--- src/rtl/pc_gen_if.sv ---
// Bundle of the PC generator's control inputs and PC outputs.
//   master: drives stall/branch/halt controls, observes PC state (core control / bench)
//   slave : the PC generator itself
interface pc_gen_if #(
  parameter int unsigned WIDTH  = 16,
  parameter int unsigned STAGES = 3
);
  logic                      stall;
  logic                      branch_taken;
  logic [WIDTH-1:0]          branch_target;
  logic                      halt_dec;
  logic [WIDTH-1:0]          pc;
  logic [WIDTH-1:0]          pc_plus;
  logic [STAGES*WIDTH-1:0]   pc_pipe;
  logic [STAGES-1:0]         pc_pipe_vld;
  logic                      halted;

  modport master (
    output stall, branch_taken, branch_target, halt_dec,
    input  pc, pc_plus, pc_pipe, pc_pipe_vld, halted
  );

  modport slave (
    input  stall, branch_taken, branch_target, halt_dec,
    output pc, pc_plus, pc_pipe, pc_pipe_vld, halted
  );
endinterface

--- src/rtl/pc_gen_pipe.sv ---
// Program-counter generator for the pipelined core.
// Produces the fetch PC with stall / branch redirect, carries PC copies with
// valid bits down STAGES pipe stages, and runs a halt sequence that drains the
// pipe for STAGES cycles before freezing everything.
// Ports:
//   clk, rst_n : clock, asynchronous active-low reset
//   bus        : pc_gen_if slave (stall, branch_taken, branch_target, halt_dec in;
//                pc, pc_plus, pc_pipe, pc_pipe_vld, halted out)
module pc_gen_pipe #(
  parameter int unsigned WIDTH    = 16,
  parameter int unsigned INC      = 2,
  parameter int unsigned RESET_PC = 0,
  parameter int unsigned STAGES   = 3
) (
  input  logic        clk,
  input  logic        rst_n,
  pc_gen_if.slave     bus
);

  localparam int unsigned CNT_W = $clog2(STAGES + 1);

  typedef enum logic [1:0] {
    ST_RUN    = 2'd0,
    ST_DRAIN  = 2'd1,
    ST_HALTED = 2'd2
  } state_e;

  state_e                        state_q, state_d;
  logic [CNT_W-1:0]              drain_cnt_q, drain_cnt_d;
  logic [WIDTH-1:0]              pc_q, pc_d;
  logic [STAGES-1:0][WIDTH-1:0]  pipe_q, pipe_d;
  logic [STAGES-1:0]             vld_q, vld_d;
  logic                          halted_q, halted_d;
  logic                          stall_bubble;

  // A stall only matters while running; it holds stage 0 and sends a bubble into stage 1.
  assign stall_bubble = (state_q == ST_RUN) && bus.stall;

  // State register
  always_ff @(posedge clk or negedge rst_n) begin
    if (!rst_n) begin
      state_q     <= ST_RUN;
      drain_cnt_q <= '0;
      pc_q        <= WIDTH'(RESET_PC);
      pipe_q      <= '0;
      vld_q       <= '0;
      halted_q    <= 1'b0;
    end else begin
      state_q     <= state_d;
      drain_cnt_q <= drain_cnt_d;
      pc_q        <= pc_d;
      pipe_q      <= pipe_d;
      vld_q       <= vld_d;
      halted_q    <= halted_d;
    end
  end

  // Next-state, next-PC and pipe-copy logic
  always_comb begin
    state_d     = state_q;
    drain_cnt_d = drain_cnt_q;
    pc_d        = pc_q;
    pipe_d      = pipe_q;
    vld_d       = vld_q;
    halted_d    = halted_q;

    // Downstream stages shift unconditionally; overridden below when HALTED.
    for (int i = 1; i < int'(STAGES); i++) begin
      pipe_d[i] = pipe_q[i-1];
      vld_d[i]  = (i == 1) ? (vld_q[i-1] & ~stall_bubble) : vld_q[i-1];
    end

    unique case (state_q)
      ST_RUN: begin
        if (!bus.stall) begin
          pipe_d[0] = pc_q;
          vld_d[0]  = 1'b1;
        end
        if (bus.branch_taken) begin
          // Redirect wins over stall and over a same-cycle halt (wrong-path HLT).
          pc_d     = bus.branch_target;
          vld_d[0] = 1'b0;
        end else if (bus.halt_dec) begin
          state_d     = ST_DRAIN;
          drain_cnt_d = CNT_W'(STAGES);
        end else if (!bus.stall) begin
          pc_d = pc_q + WIDTH'(INC);
        end
      end

      ST_DRAIN: begin
        vld_d[0]    = 1'b0;
        drain_cnt_d = drain_cnt_q - CNT_W'(1);
        if (bus.branch_taken) begin
          pc_d        = bus.branch_target;
          drain_cnt_d = '0;
          state_d     = ST_RUN;
        end else if (drain_cnt_q == CNT_W'(1)) begin
          state_d = ST_HALTED;
        end
      end

      ST_HALTED: begin
        pipe_d = pipe_q;
        vld_d  = '0;
      end

      default: begin
        state_d = ST_RUN;
      end
    endcase

    halted_d = (state_d == ST_HALTED);
  end

  assign bus.pc          = pc_q;
  assign bus.pc_plus     = pc_q + WIDTH'(INC);
  assign bus.pc_pipe     = pipe_q;
  assign bus.pc_pipe_vld = vld_q;
  assign bus.halted      = halted_q;

endmodule

--- src/flat_wrapper.sv ---
// flat-port wrapper written by rule: the top's interface ports become plain ports
module pc_gen_pipe_flat 
#(
  parameter int unsigned WIDTH    = 16,
  parameter int unsigned INC      = 2,
  parameter int unsigned RESET_PC = 0,
  parameter int unsigned STAGES   = 3
)
  (clk, rst_n, bus_stall, bus_branch_taken, bus_branch_target, bus_halt_dec, bus_pc, bus_pc_plus, bus_pc_pipe, bus_pc_pipe_vld, bus_halted);
  pc_gen_if #(.WIDTH(WIDTH), .STAGES(STAGES)) bus_i ();
  input  logic clk;
  input  logic rst_n;
  input wire logic [$bits(bus_i.stall)-1:0] bus_stall;
  input wire logic [$bits(bus_i.branch_taken)-1:0] bus_branch_taken;
  input wire logic [$bits(bus_i.branch_target)-1:0] bus_branch_target;
  input wire logic [$bits(bus_i.halt_dec)-1:0] bus_halt_dec;
  output wire logic [$bits(bus_i.pc)-1:0] bus_pc;
  output wire logic [$bits(bus_i.pc_plus)-1:0] bus_pc_plus;
  output wire logic [$bits(bus_i.pc_pipe)-1:0] bus_pc_pipe;
  output wire logic [$bits(bus_i.pc_pipe_vld)-1:0] bus_pc_pipe_vld;
  output wire logic [$bits(bus_i.halted)-1:0] bus_halted;
  assign bus_i.stall = bus_stall;
  assign bus_i.branch_taken = bus_branch_taken;
  assign bus_i.branch_target = bus_branch_target;
  assign bus_i.halt_dec = bus_halt_dec;
  assign bus_pc = bus_i.pc;
  assign bus_pc_plus = bus_i.pc_plus;
  assign bus_pc_pipe = bus_i.pc_pipe;
  assign bus_pc_pipe_vld = bus_i.pc_pipe_vld;
  assign bus_halted = bus_i.halted;
  pc_gen_pipe #(.WIDTH(WIDTH), .INC(INC), .RESET_PC(RESET_PC), .STAGES(STAGES)) u_core (.clk(clk), .rst_n(rst_n), .bus(bus_i));
endmodule
--- config.mk ---
export PLATFORM = sky130hd
export DESIGN_NAME = pc_gen_pipe_flat
export DESIGN_NICKNAME = d
export VERILOG_FILES = /design/src/rtl/pc_gen_if.sv /design/src/rtl/pc_gen_pipe.sv /design/src/flat_wrapper.sv
export SDC_FILE = /design/constraint.sdc
export NUM_CORES = 1
export LEC_CHECK = 0
export CAP_MARGIN = 30
export CORE_MARGIN = 8
export CORE_UTILIZATION = 55
export CTS_BUF_LIST = sky130_fd_sc_hd__clkbuf_4 sky130_fd_sc_hd__clkbuf_8
export CTS_CLUSTER_DIAMETER = 60
export DETAILED_ROUTE_END_ITERATION = 8
export DONT_BUFFER_PORTS = 1
export PLACE_DENSITY = 0.7
export SYNTH_ARGS = -nofsm -noshare
export SYNTH_HDL_FRONTEND = slang
export SYNTH_SLANG_ARGS = --single-unit
--- constraint.sdc ---
create_clock -name clk -period 2.1 [get_ports clk]
set_input_delay 0.105 -clock clk [delete_from_list [all_inputs] [get_ports clk]]
set_output_delay 0.105 -clock clk [all_outputs]
set_load 0.05 [all_outputs]
After elaboration in Yosys (flattened, before gate mapping)
Cells that the tools add are included.
{"block": "word_totals", "word_cells": 50, "output_inout_bits": 84, "in_bits": 21, "register_bits": 72}
{"block": "classes", "add_sub_neg": 2, "mux": 18, "reduce_logical": 9, "n_eq_ne": 9, "bitwise_logic": 3}
{"op": "$mux W16", "count": 4}
{"op": "$pmux W16 S2", "count": 1}
{"op": "$add A16 B2 Y16 const B", "count": 1}
{"op": "$mux W2", "count": 8}
{"op": "$ne A2 B2 Y1 const B", "count": 3}
{"op": "$ne A3 B3 Y1 const B", "count": 2}
{"op": "$pmux W2 S3", "count": 1}
{"op": "$eq A2 B1 Y1 const B", "count": 2}
{"op": "$eq A2 B2 Y1 const B", "count": 2}
{"op": "$pmux W2 S2", "count": 1}
{"op": "$reduce_and A2 Y1", "count": 2}
{"op": "$reduce_and A4 Y1", "count": 1}
{"op": "$reduce_bool A2 Y1", "count": 2}
{"op": "$reduce_and A3 Y1", "count": 1}
{"op": "$logic_not A2 Y1", "count": 1}
{"op": "$mux W1", "count": 2}
{"op": "$not A1 Y1", "count": 2}
{"op": "$pmux W1 S2", "count": 1}
{"op": "$reduce_or A2 Y1", "count": 1}
{"op": "$sub A2 B1 Y2 const B", "count": 1}
{"op": "$and A1 B1 Y1", "count": 1}
{"op": "$logic_and A1 B1 Y1", "count": 1}

Depth between registers and ports, before layout
Gate-level depths: netlist of the first run.
{"block": "depth", "word_depth": 5, "mapped_depth": 8, "mapped_depth_nobuf": 6}

Worst setup path after synthesis of the first run
No wires, ideal clock.
{"block": "synth_path", "path_kind": "reg-to-output", "from": "register u_core.pc_q[2], in the netlist u_core.bus.pc[2]", "to": "output port bus_pc_plus[15]", "t_arrival_ns": 2.353, "path_stages_with_launch": 6, "n_path_buf": 0, "setup_slack_ns": -0.358, "required_time_ns": 1.995, "cell_sequence": "dfrtp_1 -> ha_1 -> and4_1 -> and2_1 -> nand3_1 -> xnor2_1"}
{"block": "synth_between", "elab_chain_len": 1}
{"item": "start: declaration", "line_no": "pc_gen_pipe.sv:30", "text": "logic [WIDTH-1:0] pc_q, pc_d;"}
{"item": "start signal: assignment", "line_no": "pc_gen_pipe.sv:44", "text": "pc_q <= WIDTH'(RESET_PC);"}
{"item": "start signal: assignment", "line_no": "pc_gen_pipe.sv:51", "text": "pc_q <= pc_d;"}
{"item": "$add A16 B2 Y16", "line_no": "pc_gen_pipe.sv:117", "text": "assign bus.pc_plus = pc_q + WIDTH'(INC);"}
{"item": "end: declaration", "line_no": "flat_wrapper.sv:18", "text": "output wire logic [$bits(bus_i.pc_plus)-1:0] bus_pc_plus;"}
No other way between the ends.

Worst setup path in the final report of the first run
{"block": "layout_path", "from": "register u_core.pc_q[1], in the netlist u_core.bus.pc[1]", "to": "output port bus_pc_plus[14]"}
Same word-level chain as after synthesis.

==> impl_metrics.json, run 1 <==
{
  "run_status": "completed",
  "dr.pass1.iters": 4,
  "synth_cell_types": 47,
  "startpoint_type": "flip-flop",
  "drt_iter0_drc": 90,
  "fmax_mhz": 495,
  "cts-root-buf": "clkbuf_8",
  "worstHoldStart": "bus_branch_target[6]",
  "gr-total-overflow": 0,
  "slew_headroom_pct": 47.9,
  "fin_hold_ws_ns": 0.0145,
  "r2r_start": "u_core.state_q[1]",
  "finalClockSkew_ns": 0.00804,
  "grt_pass1_vias": 2431,
  "setup_violations": 0,
  "ys_seq_area_share_pct": 53.5,
  "synth-edff-count": 0,
  "maxCapViolCount": 0,
  "fin_crit_sh_pct": 96.2,
  "nNetsFinal": 342,
  "layout-drive-gt1-share_pct": 37.9,
  "die_y_um": 94.3,
  "r2r_setup_slack_ns": 0.24,
  "multi_input_area_um2": 1570,
  "synth.cell_area_um2": 3370,
  "whs_endpoint": "u_core.bus.pc[6]",
  "cts_made_buffers": 9,
  "rsz0062_at_grt": "true",
  "path_max_fanout": 5,
  "ys.flop_type": "dfrtp_1",
  "htreeDepth": 3,
  "n_antenna_cell": 0,
  "io_buffers": 0,
  "die_w_um": 94.3,
  "ys_seq_elements": 72,
  "ys_async_sr_fraction_pct": 100,
  "worstMarginPinSlew_ns": 0.781,
  "cts_tree": "yes",
  "placementRows": 28,
  "final_cell_mix": "72 x dfrtp_1, 49 x mux2_2, 25 x buf_4",
  "period_minus_slack_ns": 2.02,
  "fin_ws_ns": 0.0791,
  "r2r_end": "u_core.bus.pc[14]",
  "timing_worst_setup_path_type": "flip-flop to output port",
  "postCtsSetupBuffers": 0,
  "die_area_um2": 8890,
  "antenna_left": 0,
  "antenna_found_initial": 0,
  "num_io_pins": 105,
  "start_util_pct": 56.9,
  "cp-end-kind": "output port",
  "gp_congestion": 0.939,
  "finalMaxSlewViolations": 0,
  "drt_wl_total_um": 8310,
  "wl_per_cell_um": 21.1,
  "drcViolationCount": 0,
  "dp_hpwl_um": 5950,
  "synth_fp_nets": 304,
  "post_drt_via_cell_ratio": 5.92,
  "grt_pass1_wl_um": 13100,
  "num_vias": 2334,
  "final_common_cell": "dfrtp_1",
  "cts.sinks": 72,
  "rr_worst_depth": 6,
  "clock_latency_ns": 0.34,
  "track_usage_pct": 18.9,
  "netlist_instances": 277,
  "path_clk_slew_ns": 0.08,
  "crit_required_ns": 2.00,
  "ys.warnings.count": 0,
  "regArea_um2": 1800,
  "crit_arrival_ns": 1.92,
  "fillers": 405,
  "area_growth_pct": 24.8,
  "stdcell_area_um2": 4210,
  "ctsLongestPathBuffers": 2,
  "core-area_um2": 5920,
  "post-route-util_pct": 71.1,
  "hold_viol": 0,
  "syn-mean-instance-area_um2": 12.2,
  "grt_start_max_net_pins": 73,
  "holdPathStages": 2,
  "worstHoldPathType": "primary input to flip-flop",
  "post_dp_cell_area_um2": 3840,
  "dpl_worst_slack_ns": 0.260
}
==> kinds of logic (layout without fill, tap and decap cells) <==
group                      count (synthesis)  count (layout)  share of synthesized area (%)
DFF                                       72              72                           53.5
AOI/OAI and AO/OA                         54              54                           11.2
adders and majority gates                  6               6                           2.23
xor gates and xnor gates                  13              13                           3.38
muxes                                     50              50                           16.7
and+or+nand+nor                           58              58                           9.21
buffers and inverters                     24              66                           3.82
==> area by class of cell <==
cell class / instances / area share (%)
Clock inverter: 5 / 1.93
Clock buffer: 10 / 3.27
Timing Repair Buffer: 45 / 12.0
Tap cell: 75 / 2.23
Multi-Input combinational cell: 181 / 37.2
Inverter: 6 / 0.535
Sequential cell: 72 / 42.8
==> registers in the layout (all words and copies together), names as in the netlist <==
register                count
u_core.drain_cnt_q          2
u_core.bus.pc_pipe         48
u_core.state_q              2
u_core.bus.halted           1
u_core.bus.pc_pipe_vld      3
u_core.bus.pc              16
==> timing repair <==
item | CTS | global route
pin swaps | 1 | 1
setup endpoints to repair | 1 | 2
hold endpoints to repair | 81 | 0
hold buffers | 10 | 0
resized for setup | 4 | 2
==> critical path, cell delays in order (launching register included) <==
cell and delay [ns]:
dfrtp_1 0.35, buf_4 0.23, and4_1 0.29, and2_1 0.17
nand2_1 0.11, xnor2_2 0.26, buf_12 0.18
==> worst max-delay path by stage <==
stage | startpoint | end
after floorplan | u_core.bus.pc[2] | bus_pc_plus[15]
after global placement | u_core.state_q[1] | u_core.bus.pc[14]
after detailed placement | u_core.state_q[1] | u_core.bus.pc[14]
after CTS | u_core.bus.pc[1] | bus_pc_plus[15]
after global routing | u_core.bus.pc[1] | bus_pc_plus[14]
final | u_core.bus.pc[1] | bus_pc_plus[14]
==> through the flow <==
| stage | TNS, ns | cells |
|---|---|---|
| final | 0 | 394 |
| after global routing | -0.0190 | 394 |
| after CTS | 0 | 394 |
| after detailed placement | 0 | 369 |
| after global placement | 0 | 369 |
| after floorplan | -0.0684 | 277 |
==> cell usage after synthesis (all sizes together) (2+ instances only) <==
library cell | n | area share, %
o2bb2ai | 2 | 0.52
o21ai | 9 | 1.3
nor2b | 3 | 0.56
and2 | 3 | 0.56
mux2 | 49 | 16
xor2 | 2 | 0.52
nand2 | 20 | 2.2
and3 | 4 | 0.89
nor3 | 2 | 0.45
dfrtp | 72 | 53
inv | 6 | 0.67
a211oi | 4 | 0.89
a31oi | 2 | 0.37
or2 | 2 | 0.45
a2bb2oi | 8 | 2.1
o22ai | 8 | 1.5
buf | 15 | 2.8
ha | 6 | 2.2
and4 | 4 | 1.0
nor2 | 7 | 0.78
xnor2 | 11 | 2.9
clkbuf | 3 | 0.33
nand3 | 6 | 0.89
a21oi | 10 | 1.5
nand2b | 2 | 0.37
nand4 | 2 | 0.37
==> per-layer routing <==
metal / up-vias / routed length, um / GRT usage, %
met2: 96 / 3810 / 28.2
met3: 13 / 866 / 8.23
met5: - / 0 / 0
li1: 1079 / - / -
met4: 0 / 155 / 7.53
met1: 1146 / 3480 / 23.4
Power of run 1 is left out: the tool's default activity adds up to more than one toggle a clock period on the data nets, which glitch-free logic cannot reach.
==> run 2, diff against run 1 <==
Settings changed: ABC_AREA from default to 1.
==> run 2 against run 1 <==
Effect of this change: critical path depth rose by 1; highest routed layer unchanged; hold slack got worse by 0.0058 ns; cell count rose by 33%.
==> impl_metrics.json, run 2 <==
{
  "grtUsageMet3_pct": 7.67,
  "setup_violations": 0,
  "crit_required_ns": 2.00,
  "gr-total-overflow": 0,
  "period_minus_slack_ns": 1.98,
  "synth_area_leader_cell": "dfrtp_1",
  "hold_viol": 0,
  "die_w_um": 94.0,
  "synth.area.top_cells": "dfrtp_1 54%, nand2_1 15%, nor2_1 5.5%",
  "drcViolationCount": 0,
  "worstHoldPathType": "primary input to flip-flop",
  "antenna_found_initial": 0,
  "core-area_um2": 5890,
  "nNetsFinal": 472,
  "grt_pass1_wl_um": 13300,
  "synth-edff-count": 0,
  "maxCapViolCount": 0,
  "io_buffers": 0,
  "track_usage_pct": 19.0,
  "netlist_instances": 409,
  "startpoint_type": "flip-flop",
  "die_y_um": 94.0,
  "crit_arrival_ns": 1.88,
  "final_common_cell": "nand2_1",
  "num_vias": 2717,
  "area_growth_pct": 20.2,
  "ys_async_sr_fraction_pct": 100,
  "finalClockSkew_ns": 0.00683,
  "cts.sinks": 72,
  "slew_headroom_pct": 62.1,
  "fin_ws_ns": 0.116,
  "grt_busiest_layer": "met2",
  "final_cell_mix": "134 x nand2_1, 72 x dfrtp_1, 47 x nor2_1",
  "n_antenna_cell": 0,
  "layout-drive-gt1-share_pct": 14.0,
  "met2_usage_pct": 27.9,
  "ctsLongestPathBuffers": 2,
  "wl_per_cell_um": 15.5,
  "run_status": "completed",
  "cts-root-buf": "clkbuf_8",
  "synth_fp_nets": 436,
  "drt_wl_total_um": 8120,
  "grt_pass1_vias": 2623,
  "drt_iter0_drc": 116,
  "worstHoldStart": "bus_branch_target[13]",
  "clock_latency_ns": 0.33,
  "rsz0062_at_grt": "false",
  "finalMaxSlewViolations": 0,
  "r2r_start": "u_core.state_q[0]",
  "worstMarginPinSlew_ns": 0.568,
  "yosysTopAreaCellShare_pct": 53.9,
  "dpl_worst_slack_ns": 0.301,
  "timing_worst_setup_path_type": "flip-flop to output port",
  "ys_top_cells_by_count": "134 x nand2_1, 72 x dfrtp_1, 49 x nor2_1",
  "ys_seq_area_share_pct": 53.9,
  "cts_tree": "yes",
  "dr.pass1.iters": 4,
  "synth.cell_area_um2": 3340,
  "htreeDepth": 3,
  "ys.flop_type": "dfrtp_1",
  "cp-end-kind": "output port",
  "placementRows": 28,
  "fmax_mhz": 504,
  "ys_seq_elements": 72,
  "synth_cell_types": 26,
  "cp-startpoint": "u_core.bus.pc[1]",
  "path_max_fanout": 5,
  "path_clk_slew_ns": 0.08,
  "ys.warnings.count": 0,
  "num_io_pins": 105,
  "grt_start_max_net_pins": 73,
  "synth.most_common_cell": "nand2_1",
  "gp_congestion": 0.962,
  "largest_reg_flops": 48,
  "syn-mean-instance-area_um2": 8.17,
  "fin_crit_sh_pct": 94.5,
  "grtUsageMet1_pct": 24.6,
  "post_drt_via_cell_ratio": 5.18,
  "start_util_pct": 56.8,
  "cts_made_buffers": 9,
  "antenna_left": 0,
  "tns_ns": 0,
  "dp_hpwl_um": 6000,
  "die_area_um2": 8830
}
[run 2: cell count changes after synthesis, sizes merged, moves of 5 or more]
cell     before  now
nor2          7   50
a2bb2oi       8    0
xor2          2    7
nand2        20  134
buf          15    8
nand3         6   14
clkbuf        3    8
o21ai         9   44
inv           6   44
xnor2        11    0
a21oi        10    3
o22ai         8    0
mux2         49    4
[run 2: per-layer routing]
layer  routed length (um)  part of all wire (%)
met1                 3580                    44
met2                 3520                    43
met3                  922                    11
met4                   96                   1.2
met5                    0                     0
[run 2: worst max-delay path, cell delays in order (launching register included)]
cell and delay (ns):
dfrtp_1 0.37, buf_4 0.23, inv_1 0.08, nor2_1 0.30
nand2_1 0.11, xor2_1 0.18, inv_1 0.12, buf_12 0.16
[run 2: cells by family (layout without fill, tap and decap cells)]
logic type / count (synthesis) / in the layout / share of synthesized area (%)
multiplexers: 4 / 4 / 1.35
buffers and inverters: 60 / 101 / 7.11
adder cells (fa/ha/maj): 6 / 6 / 2.25
XOR/XNOR: 7 / 7 / 1.83
flip-flops: 72 / 72 / 53.9
AO/OA/AOI/OAI: 55 / 55 / 8.91
AND/OR/NAND/NOR: 205 / 205 / 24.7
[run 2: through the flow]
step / instances / area, um^2 / hold WS, ns / util (%)
6_report: 525 / 4020 / 0.00870 / 68.3
5_1_grt: 525 / 4020 / 0.0222 / 68.3
3_5_place_dp: 501 / 3710 / -0.188 / 63.1
2_1_floorplan: 409 / 3360 / -0.191 / -
4_1_cts: 525 / 4010 / 0.00116 / 68.2
3_3_place_gp: 501 / 3710 / -0.188 / 63.1
[run 2: area by class of cell]
cell class,count,area (um^2)
Clock buffer,10,131
Clock inverter,6,68.8
Tap cell,75,93.8
Inverter,44,165
Sequential cell,72,1800
Fill cell,480,1870
Multi-Input combinational cell,277,1320
Timing Repair Buffer,41,433
[run 2: final timing paths]
path                       cells past startpoint  slack (ns)                     end
max                                            7        0.12          bus_pc_plus[8]
max reg2reg                                    7        0.29   u_core.bus.pc_pipe[7]
min reg2reg                                    1        0.54   u_core.drain_cnt_q[0]
min in group asynchronous                      2        0.30  u_core.bus.pc_pipe[33]
max in group asynchronous                      2        1.52   u_core.bus.pc_pipe[7]
min                                            4       0.009       u_core.bus.pc[13]
[run 2: what timing repair did]
item,CTS,global route
setup endpoints to repair,0,4
hold buffers,8,0
gates resized for setup,0,3
setup buffers,0,0
endpoints found under the hold margin,81,0
Power of run 2 is left out for the same reason.
